**src/rtl/ctrl_pkg.sv**
```systemverilog
// Shared opcodes, ALU codes, FSM states and the control bundle for the pipelined control unit.
package ctrl_pkg;

    localparam logic [3:0] OP_NOP  = 4'b0000;
    localparam logic [3:0] OP_ADD  = 4'b0001;
    localparam logic [3:0] OP_ADDI = 4'b1001;
    localparam logic [3:0] OP_MUL  = 4'b0010;
    localparam logic [3:0] OP_SINN = 4'b0011;
    localparam logic [3:0] OP_MAC  = 4'b0100;
    localparam logic [3:0] OP_LD   = 4'b1110;
    localparam logic [3:0] OP_ST   = 4'b1111;
    localparam logic [3:0] OP_HALT = 4'b1011;

    localparam logic [2:0] ALU_ADD  = 3'b000;
    localparam logic [2:0] ALU_MUL  = 3'b001;
    localparam logic [2:0] ALU_SLT  = 3'b010;
    localparam logic [2:0] ALU_PASS = 3'b111;

    typedef enum logic [1:0] {
        ST_RUN,
        ST_MULTI,
        ST_DRAIN,
        ST_HALTED
    } ctrl_state_t;

    typedef struct packed {
        logic       reg_write;
        logic       mem_to_reg;
        logic       mem_write;
        logic [2:0] alu1;
        logic [2:0] alu2;
        logic       alu_src;
        logic       reg_dst;
    } ctrl_bundle_t;

    localparam int CTRL_W = $bits(ctrl_bundle_t);

    localparam ctrl_bundle_t CTRL_BUBBLE = '{
        reg_write:  1'b0,
        mem_to_reg: 1'b1,
        mem_write:  1'b0,
        alu1:       ALU_PASS,
        alu2:       ALU_PASS,
        alu_src:    1'b0,
        reg_dst:    1'b0
    };

    function automatic ctrl_bundle_t mk_ctrl(input logic rw, input logic m2r, input logic mw,
                                             input logic [2:0] a1, input logic [2:0] a2,
                                             input logic src, input logic dst);
        ctrl_bundle_t c;
        c.reg_write  = rw;
        c.mem_to_reg = m2r;
        c.mem_write  = mw;
        c.alu1       = a1;
        c.alu2       = a2;
        c.alu_src    = src;
        c.reg_dst    = dst;
        return c;
    endfunction

endpackage

```
**src/rtl/opcode_decoder.sv**
```systemverilog
// Combinational opcode decode into the control bundle plus MAC/HALT/illegal classification.
module opcode_decoder
    import ctrl_pkg::*;
#(
    parameter int OPCODE_W = 4
) (
    input  logic [OPCODE_W-1:0] opcode_i,
    output logic [CTRL_W-1:0]   ctrl_o,
    output logic                is_mac_o,
    output logic                is_halt_o,
    output logic                illegal_o
);

    logic         high_set;
    logic [3:0]   op4;
    ctrl_bundle_t ctrl_b;

    // Any bit above the 4 decoded bits makes the encoding illegal.
    assign high_set = (opcode_i >> 4) != '0;
    assign op4      = opcode_i[3:0];

    always_comb begin
        ctrl_b    = CTRL_BUBBLE;
        is_mac_o  = 1'b0;
        is_halt_o = 1'b0;
        illegal_o = 1'b0;
        if (high_set) begin
            illegal_o = 1'b1;
        end else begin
            case (op4)
                OP_NOP:  ctrl_b = CTRL_BUBBLE;
                OP_ADD:  ctrl_b = mk_ctrl(1'b1, 1'b1, 1'b0, ALU_ADD, ALU_PASS, 1'b0, 1'b1);
                OP_ADDI: ctrl_b = mk_ctrl(1'b1, 1'b1, 1'b0, ALU_ADD, ALU_PASS, 1'b1, 1'b0);
                OP_MUL:  ctrl_b = mk_ctrl(1'b1, 1'b1, 1'b0, ALU_MUL, ALU_PASS, 1'b0, 1'b1);
                OP_SINN: ctrl_b = mk_ctrl(1'b1, 1'b1, 1'b0, ALU_SLT, ALU_PASS, 1'b0, 1'b1);
                OP_MAC: begin
                    ctrl_b   = mk_ctrl(1'b1, 1'b1, 1'b0, ALU_MUL, ALU_ADD, 1'b0, 1'b1);
                    is_mac_o = 1'b1;
                end
                OP_LD:   ctrl_b = mk_ctrl(1'b1, 1'b0, 1'b0, ALU_ADD, ALU_PASS, 1'b1, 1'b0);
                OP_ST:   ctrl_b = mk_ctrl(1'b0, 1'b0, 1'b1, ALU_ADD, ALU_PASS, 1'b1, 1'b0);
                OP_HALT: is_halt_o = 1'b1;
                default: illegal_o = 1'b1;
            endcase
        end
    end

    assign ctrl_o = ctrl_b;

endmodule

```
**src/rtl/pipelined_control_unit.sv**
```systemverilog
// Registered control unit: decode, multi-cycle MAC sequencing, HALT drain FSM, sticky illegal flag.
// Optional performance counters are enabled by defining CTRL_PERF_CNT_EN.
module pipelined_control_unit
    import ctrl_pkg::*;
#(
    parameter int OPCODE_W     = 4,
    parameter int ALU_CTRL_W   = 3,
    parameter int MAC_CYCLES   = 2,
    parameter int DRAIN_CYCLES = 3
) (
    input  logic                  clk,
    input  logic                  rst_n,
    input  logic                  opcode_valid,
    input  logic [OPCODE_W-1:0]   opcode,
    input  logic                  stall_in,
    output logic                  pc_en,
    output logic                  ctrl_valid,
    output logic                  reg_write,
    output logic                  mem_to_reg,
    output logic                  mem_write,
    output logic [ALU_CTRL_W-1:0] alu_control1,
    output logic [ALU_CTRL_W-1:0] alu_control2,
    output logic                  alu_src,
    output logic                  reg_dst,
    output logic                  halted,
    output logic                  illegal_op
`ifdef CTRL_PERF_CNT_EN
    ,
    output logic [31:0]           retired_cnt,
    output logic [31:0]           stall_cnt
`endif
);

    localparam logic [3:0] MAC_LAST   = 4'(MAC_CYCLES - 1);
    localparam logic [3:0] DRAIN_INIT = 4'(DRAIN_CYCLES);
    localparam logic       MAC_MULTI  = (MAC_CYCLES > 1);

    ctrl_state_t       state_q, state_d;
    logic [3:0]        cnt_q, cnt_d;
    ctrl_bundle_t      ctrl_q, ctrl_d;
    logic              valid_q, valid_d;
    logic              illegal_q, illegal_d;

    logic [CTRL_W-1:0] dec_bits;
    ctrl_bundle_t      dec_ctrl;
    logic              dec_mac, dec_halt, dec_illegal;
    logic              accept;

    opcode_decoder #(
        .OPCODE_W (OPCODE_W)
    ) u_decoder (
        .opcode_i  (opcode),
        .ctrl_o    (dec_bits),
        .is_mac_o  (dec_mac),
        .is_halt_o (dec_halt),
        .illegal_o (dec_illegal)
    );

    assign dec_ctrl = ctrl_bundle_t'(dec_bits);
    assign accept   = (state_q == ST_RUN) && opcode_valid && !stall_in;

    always_ff @(posedge clk) begin
        if (!rst_n) begin
            state_q   <= ST_RUN;
            cnt_q     <= '0;
            ctrl_q    <= CTRL_BUBBLE;
            valid_q   <= 1'b0;
            illegal_q <= 1'b0;
        end else begin
            state_q   <= state_d;
            cnt_q     <= cnt_d;
            ctrl_q    <= ctrl_d;
            valid_q   <= valid_d;
            illegal_q <= illegal_d;
        end
    end

    always_comb begin
        state_d   = state_q;
        cnt_d     = cnt_q;
        ctrl_d    = CTRL_BUBBLE;
        valid_d   = 1'b0;
        illegal_d = illegal_q;
        case (state_q)
            ST_RUN: begin
                if (accept) begin
                    if (dec_illegal) begin
                        illegal_d = 1'b1;
                    end else if (dec_halt) begin
                        state_d = ST_DRAIN;
                        cnt_d   = DRAIN_INIT;
                    end else if (dec_mac && MAC_MULTI) begin
                        ctrl_d  = dec_ctrl;
                        state_d = ST_MULTI;
                        cnt_d   = MAC_LAST;
                    end else begin
                        ctrl_d  = dec_ctrl;
                        valid_d = 1'b1;
                    end
                end
            end
            // MAC controls stay on the ALUs; only the final cycle retires.
            ST_MULTI: begin
                ctrl_d = ctrl_q;
                if (cnt_q == 4'd1) begin
                    valid_d = 1'b1;
                    cnt_d   = '0;
                    state_d = ST_RUN;
                end else begin
                    cnt_d = cnt_q - 4'd1;
                end
            end
            ST_DRAIN: begin
                if (cnt_q == 4'd0) begin
                    state_d = ST_HALTED;
                end else begin
                    cnt_d = cnt_q - 4'd1;
                end
            end
            ST_HALTED: begin
                state_d = ST_HALTED;
            end
            default: begin
                state_d = ST_RUN;
            end
        endcase
    end

    assign pc_en        = (state_q == ST_RUN) && !stall_in;
    assign ctrl_valid   = valid_q;
    assign reg_write    = ctrl_q.reg_write;
    assign mem_to_reg   = ctrl_q.mem_to_reg;
    assign mem_write    = ctrl_q.mem_write;
    assign alu_control1 = ALU_CTRL_W'(ctrl_q.alu1);
    assign alu_control2 = ALU_CTRL_W'(ctrl_q.alu2);
    assign alu_src      = ctrl_q.alu_src;
    assign reg_dst      = ctrl_q.reg_dst;
    assign halted       = (state_q == ST_HALTED);
    assign illegal_op   = illegal_q;

`ifdef CTRL_PERF_CNT_EN
    logic [31:0] retired_q, stall_q;

    always_ff @(posedge clk) begin
        if (!rst_n) begin
            retired_q <= '0;
            stall_q   <= '0;
        end else begin
            if (valid_q) begin
                retired_q <= retired_q + 32'd1;
            end
            if ((state_q == ST_RUN) && stall_in) begin
                stall_q <= stall_q + 32'd1;
            end
        end
    end

    assign retired_cnt = retired_q;
    assign stall_cnt   = stall_q;
`endif

endmodule

```
**config.mk**
```make
export PLATFORM = sky130hd
export DESIGN_NAME = pipelined_control_unit
export DESIGN_NICKNAME = d
export VERILOG_FILES = /design/src/rtl/ctrl_pkg.sv /design/src/rtl/opcode_decoder.sv /design/src/rtl/pipelined_control_unit.sv
export SDC_FILE = /design/constraint.sdc
export NUM_CORES = 1
export LEC_CHECK = 0
export CORE_MARGIN = 3
export CORE_UTILIZATION = 54
export DETAILED_ROUTE_END_ITERATION = 8
export PLACE_DENSITY = 0.86
export SLEW_MARGIN = 30
export SYNTH_ARGS = -nofsm -noshare
export SYNTH_HDL_FRONTEND = slang
export SYNTH_SLANG_ARGS = --single-unit
```
**constraint.sdc**
```tcl
create_clock -name clk -period 4.2 [get_ports clk]
set_input_delay 0.63 -clock clk [delete_from_list [all_inputs] [get_ports clk]]
set_output_delay 0.63 -clock clk [all_outputs]
set_load 0.02 [all_outputs]
```
==> out/metrics.cfg, run 1 <==
[run_status]
status=complete, no violations

[setup_path]
cp_max_fo=5
crit_start=state_q[0]
crit_path_top_delay_cell=clkdlybuf4s50_1
r2r-start=state_q[1]
max_stage_delay_ps=630
worst_setup_path_end_kind=primary output
crit_type=reg -> out
arrival_ps=1970
worstSetupStartpointType=register
path_cells=inv_1 > ha_1 > nor2b_1 > clkdlybuf4s50_1
crit_required_ps=3570

[finish]
nets=165
nFillCells=165
top_register=cnt_q
drive_gt1_share_pct=10.8
fin_cells=175
fin_area_sq_um=1380
register_area_sq_um=340
layout_common_cells=clkdlybuf4s50_1 (22), dfxtp_1 (17), inv_1 (10), nand2_1 (10), nor2_1 (9)
diodes=0
syn2layout_area_growth_pct=18.4
final_common_cell=clkdlybuf4s50_1
multi_input_area_sq_um=719
largest_register_ffs=4

[synth]
synth_compound_area_share_pct=27.0
synthArstFlopShare_pct=0
synth-seq-area-share_pct=29.2
synth_top_area_share_pct=29.2
synth-simple-area-share_pct=23.7
synthDistinctLibCells=48
synthMuxAreaShare_pct=1.72
synthAdderAreaFrac_pct=8.59
synth_ff_type=dfxtp_1
ys_seq_elements=17
synth_edf_count=0
synth_top_family_by_area=compound AO/OA/AOI/OAI gates
synthXorXnorAreaFrac_pct=0.752
yosysTopAreaCell=dfxtp_1
postSynthCellCount=131
syn_nets=147
yosysWarnings=0
synth_area_leaders=dfxtp_1 (29%), ha_1 (8.6%), a21oi_1 (3.4%), inv_1 (3.2%), nand2_1 (3.2%)
netlist_area_sq_um=1160
syn_area_per_cell_sq_um=8.89

[timing]
fin_crit_ps=2600
max_slew.worst_pin.slew_ps=662
slew_viol_final=0
relSlewSlack_pct=55.8
fin_tns_setup_ps=0
skew_ps=2.10
hold_viol_final=0
finalCritPeriodShare_pct=61.9
setup_violations=0
whs_ps=461
max_freq_mhz=385
rsz0062_at_grt=false

[place]
routabilityCongestion=0.878
io_buffers=22
hpwlAfterDp_mm=1.92
placed_area_sq_um=1350
dp_cells=171

[power]
net-switching-power_uw=227
power_frac_clock_pct=16.9
power_frac_comb_pct=48.6
power.leakage_uw=0.000538
vdd_drop_max_mv=0.327
p_per_area_nw_per_um2=403
switching_share_pct=40.9
seq_power_share_pct=34.6
total_power_uw=556
internal_power_uw=329

[clocking]
cts.sinks=17
cts_made_buffers=3
post_cts_resized=0
cts_tree=built
cts.clk_slew.worst_paths_ps=110
cts_htree_levels=1
clock_latency_ps=300
cts_setup_buffers=0
clockRootBuffer=clkbuf_4
cts_buffer_depth=2
cts.hold.buffers_added=0

[min_path]
min-delay-start=reg_dst
hold_class=reg -> reg

[detailed_routing]
via_per_inst=6.02
drtAntennaViolNets=0
dr.first_iter.drc_count=18
totalWireLength_mm=2.60
vias=1054
drc=0
wire_per_inst_um=14.9
dr.pass1.iters=4

[global_route]
grt_max_degree=21
gr-usage-all-layers_pct=21.0
grt-ovfl-total=0
antenna_found_initial=0
grt_pass1_wl_mm=4.31
grt_pass1_vias=977

[floorplanning]
start_util_pct=58.2
fp.dieH_um=52.4
ios=23
placementRows=16
coreArea_sq_um=2000
die_x_um=52.4
die_area_sq_um=2750

[job]
maxCapViolCount=0

==> metal layers <==
metal,vias to the layer above,global-route usage [%],share of wire [%]
li1,511,-,-
met5,-,0,0
met2,34,34.9,49
met3,12,4.27,4.6
met4,0,12.8,3.5
met1,497,24.4,43
==> cells in the mapped netlist, types with 2 or more instances <==
| cell type | number |
|---|---|
| o21ai_0 | 5 |
| ha_1 | 8 |
| dfxtp_1 | 17 |
| o32ai_1 | 2 |
| inv_1 | 10 |
| nand2_1 | 10 |
| buf_4 | 3 |
| and2_1 | 3 |
| or3b_2 | 2 |
| clkbuf_1 | 3 |
| nor2_1 | 9 |
| nand3b_1 | 2 |
| a21oi_1 | 8 |
| nor3_1 | 5 |
| o21a_1 | 4 |
| o211ai_1 | 4 |
| o211a_1 | 3 |
| nor4_1 | 2 |
| mux2i_1 | 2 |
==> final cells by class <==
| cell class | instances | share of cell area [%] |
|---|---|---|
| clock buffer | 3 | 1.63 |
| clock inverter | 1 | 0.363 |
| inverter | 10 | 2.72 |
| multi-input combinational | 95 | 52.2 |
| sequential | 17 | 24.7 |
| tap | 27 | 2.45 |
| timing repair buffer | 22 | 16.0 |
==> through the flow <==
step | util (%) | setup slack, ps
detailed placement | 67.5 | 1660
finish | 68.9 | 1600
CTS | 68.9 | 1600
global route | 68.9 | 1510
floorplan | - | 2380
global placement | 67.5 | 1760
==> power groups by stage <==
stage,sequential (uW),combinational (uW),clock [uW]
after global routing,194,295,103
final,192,270,93.7
after global placement,195,260,0
after CTS,192,268,93.9
after detailed placement,196,267,0
after floorplan,204,195,0
==> kinds of logic after synthesis <==
logic type | count (synthesis)
simple gates | 45
buf+inv | 19
xor+xnor | 1
flops | 17
compound gates | 39
mux | 2
fa+ha+maj | 8
==> final timing paths <==
| path | slack, ps | end | cells after the start |
|---|---|---|---|
| max reg2reg | 2140 | cnt_q[1] | 6 |
| min reg2reg | 460 | reg_dst | 2 |
| min | 460 | reg_dst | 2 |
| max | 1600 | pc_en | 4 |
==> worst max-delay path: cells and delay by family, from the launching register on <==
kind | cells | cell delay [ps]
buffers and inverters | 2 | 750
AND/OR/NAND/NOR | 1 | 220
flip-flops | 1 | 360
adder cells (fa/ha/maj) | 1 | 340
(Power assumes the default switching activity.)
==> inputs of run 2 (changes only) <==
Settings changed: CORE_UTILIZATION 54 to 46, PLACE_DENSITY 0.86 to 0.78.
Clock period 4.2 ns to 2.3 ns, I/O delays scaled along.
==> run 2 against run 1 <==
  * Flip-flop and latch count unchanged
  * Clock skew increased by 2.4 ps
  * Wire length about the same
  * Largest power group unchanged
  * Largest cell class unchanged
  * Setup slack got worse by 1200 ps
  * Hold slack about the same
==> out/metrics.cfg, run 2 (synthesized netlist as in run 1, its figures left out) <==
[timing]
fin_tns_setup_ps=0  ; unchanged
fin_crit_ps=1940
whs_ps=461  ; -0.0380 ps
rsz0062_at_grt=false
max_freq_mhz=516
finalCritPeriodShare_pct=84.2
relSlewSlack_pct=74.8  ; +19 points
hold_viol_final=0  ; unchanged
setup_violations=0  ; unchanged
skew_ps=4.55  ; +2.45 ps
max_slew.worst_pin.slew_ps=376  ; -287 ps
slew_viol_final=0  ; unchanged

[power]
power.leakage_uw=0.000572  ; +6.3%
vdd_drop_max_mv=0.476  ; +46%
total_power_uw=1020  ; +83%
p_per_area_nw_per_um2=715  ; +77%

[global_route]
gr-usage-all-layers_pct=16.8  ; -4.2 points
grt_pass1_wl_mm=4.41  ; +2.2%
grt_pass1_vias=967  ; -1.0%
grt-ovfl-total=0  ; unchanged
grt_max_degree=20  ; -4.8%
antenna_found_initial=0  ; unchanged

[setup_path]
worst_setup_path_end_kind=primary output
crit_required_ps=1960  ; -1610 ps
path_cells=ha_1 > clkdlybuf4s50_1
crit_type=reg -> out
crit_path_top_delay_cell=clkdlybuf4s50_1
cp.depth=2  ; -2
cp_max_fo=4  ; -1
cp_num_buf_inv=1  ; -1
max_stage_delay_ps=640  ; about the same
arrival_ps=1590  ; -380 ps
critPathTopFamily=buffers and inverters
worst-r2r-cell-count=6  ; unchanged
worstSetupStartpointType=register

[clocking]
clock_latency_ps=280  ; -20 ps
cts.clk_slew.worst_paths_ps=100  ; about the same
cts_htree_levels=1  ; unchanged
clockRootBuffer=clkbuf_4
cts_tree=built
cts.sinks=17  ; unchanged
cts_made_buffers=3  ; unchanged
cts_buffer_depth=2  ; unchanged

[finish]
diodes=0  ; unchanged
top_register=cnt_q
nets=170  ; +3.0%
final_util_pct=61.9  ; -6.9 points
largest_register_ffs=4  ; unchanged
drive_gt1_share_pct=14.4  ; +3.6 points
layout_common_cells=clkdlybuf4s50_1 (21), dfxtp_1 (17), inv_1 (10), nand2_1 (10), nor2_1 (9)
register_area_sq_um=340  ; unchanged
final_common_cell=clkdlybuf4s50_1
fin_area_sq_um=1420  ; +3.2%
nFillCells=211  ; +28%
syn2layout_area_growth_pct=22.1
multi_input_area_sq_um=722  ; +0.35%

[floorplanning]
die_x_um=56.3  ; +7.4%
start_util_pct=50.7  ; -7.5 points
ios=23  ; unchanged
fp.dieH_um=56.3  ; +7.4%
placementRows=17  ; +1
die_area_sq_um=3170  ; +15%
coreArea_sq_um=2300  ; +15%

[place]
io_buffers=22  ; unchanged
routabilityCongestion=0.867  ; -1.3%
hpwlAfterDp_mm=2.05  ; +6.8%
placed_area_sq_um=1390  ; +2.9%

[detailed_routing]
totalWireLength_mm=2.60  ; about the same
dr.pass1.iters=4  ; unchanged
via_per_inst=5.71  ; -5.1%
wire_per_inst_um=14.4  ; -3.4%
drc=0  ; unchanged
dr.first_iter.drc_count=30  ; +12
vias=1034  ; -1.9%
drtAntennaViolNets=0  ; unchanged

[job]
maxCapViolCount=0  ; unchanged

[min_path]
hold_depth=2  ; unchanged
hold_class=reg -> reg

[run_status]
status=complete, no violations

## run 2: final cells by class
type	count	area share [%]
inverter	10	2.64
timing repair buffer	27	18.3
tap	28	2.46
clock buffer	3	1.58
clock inverter	1	0.352
multi-input combinational	95	50.7
sequential	17	23.9
## run 2: metrics by stage
step | setup WS, ps | cells
floorplan | 553 | 131
global placement | 238 | 177
detailed placement | 179 | 177
CTS | 76.4 | 181
global route | 307 | 181
finish | 362 | 181
## run 2: path summary, 6_finish.rpt
path,startpoint,end,slack [ps]
hold / removal,reg_dst,reg_dst,460
setup / recovery,state_q[0],halted,360
setup reg to reg,state_q[0],cnt_q[2],480
hold reg to reg,reg_dst,reg_dst,460
## run 2: timing repair
action	in CTS	in global routing
endpoints found under the setup margin	1	1
setup buffers	0	0
resized for setup	1	1
hold buffers	0	0
gates cloned	0	0
## run 2: power breakdown
group,switching [uW],internal [uW]
sequential,25.2,327
combinational,284,222
clock,95.2,64.5
total,405,613
## run 2: routing by layer
metal  vias up  track usage, %  share of wire, %
met3         4            2.99               4.6
met4         0            4.75               1.2
met5         -               0                 0
met2        25            27.5                49
met1       484            22.4                45
li1        521               -                 -
## run 2: tightest hold or removal path: stages, from the launching register on
cell	delay [ps]
dfxtp_1	330
nand2_1	50
a21oi_1	50
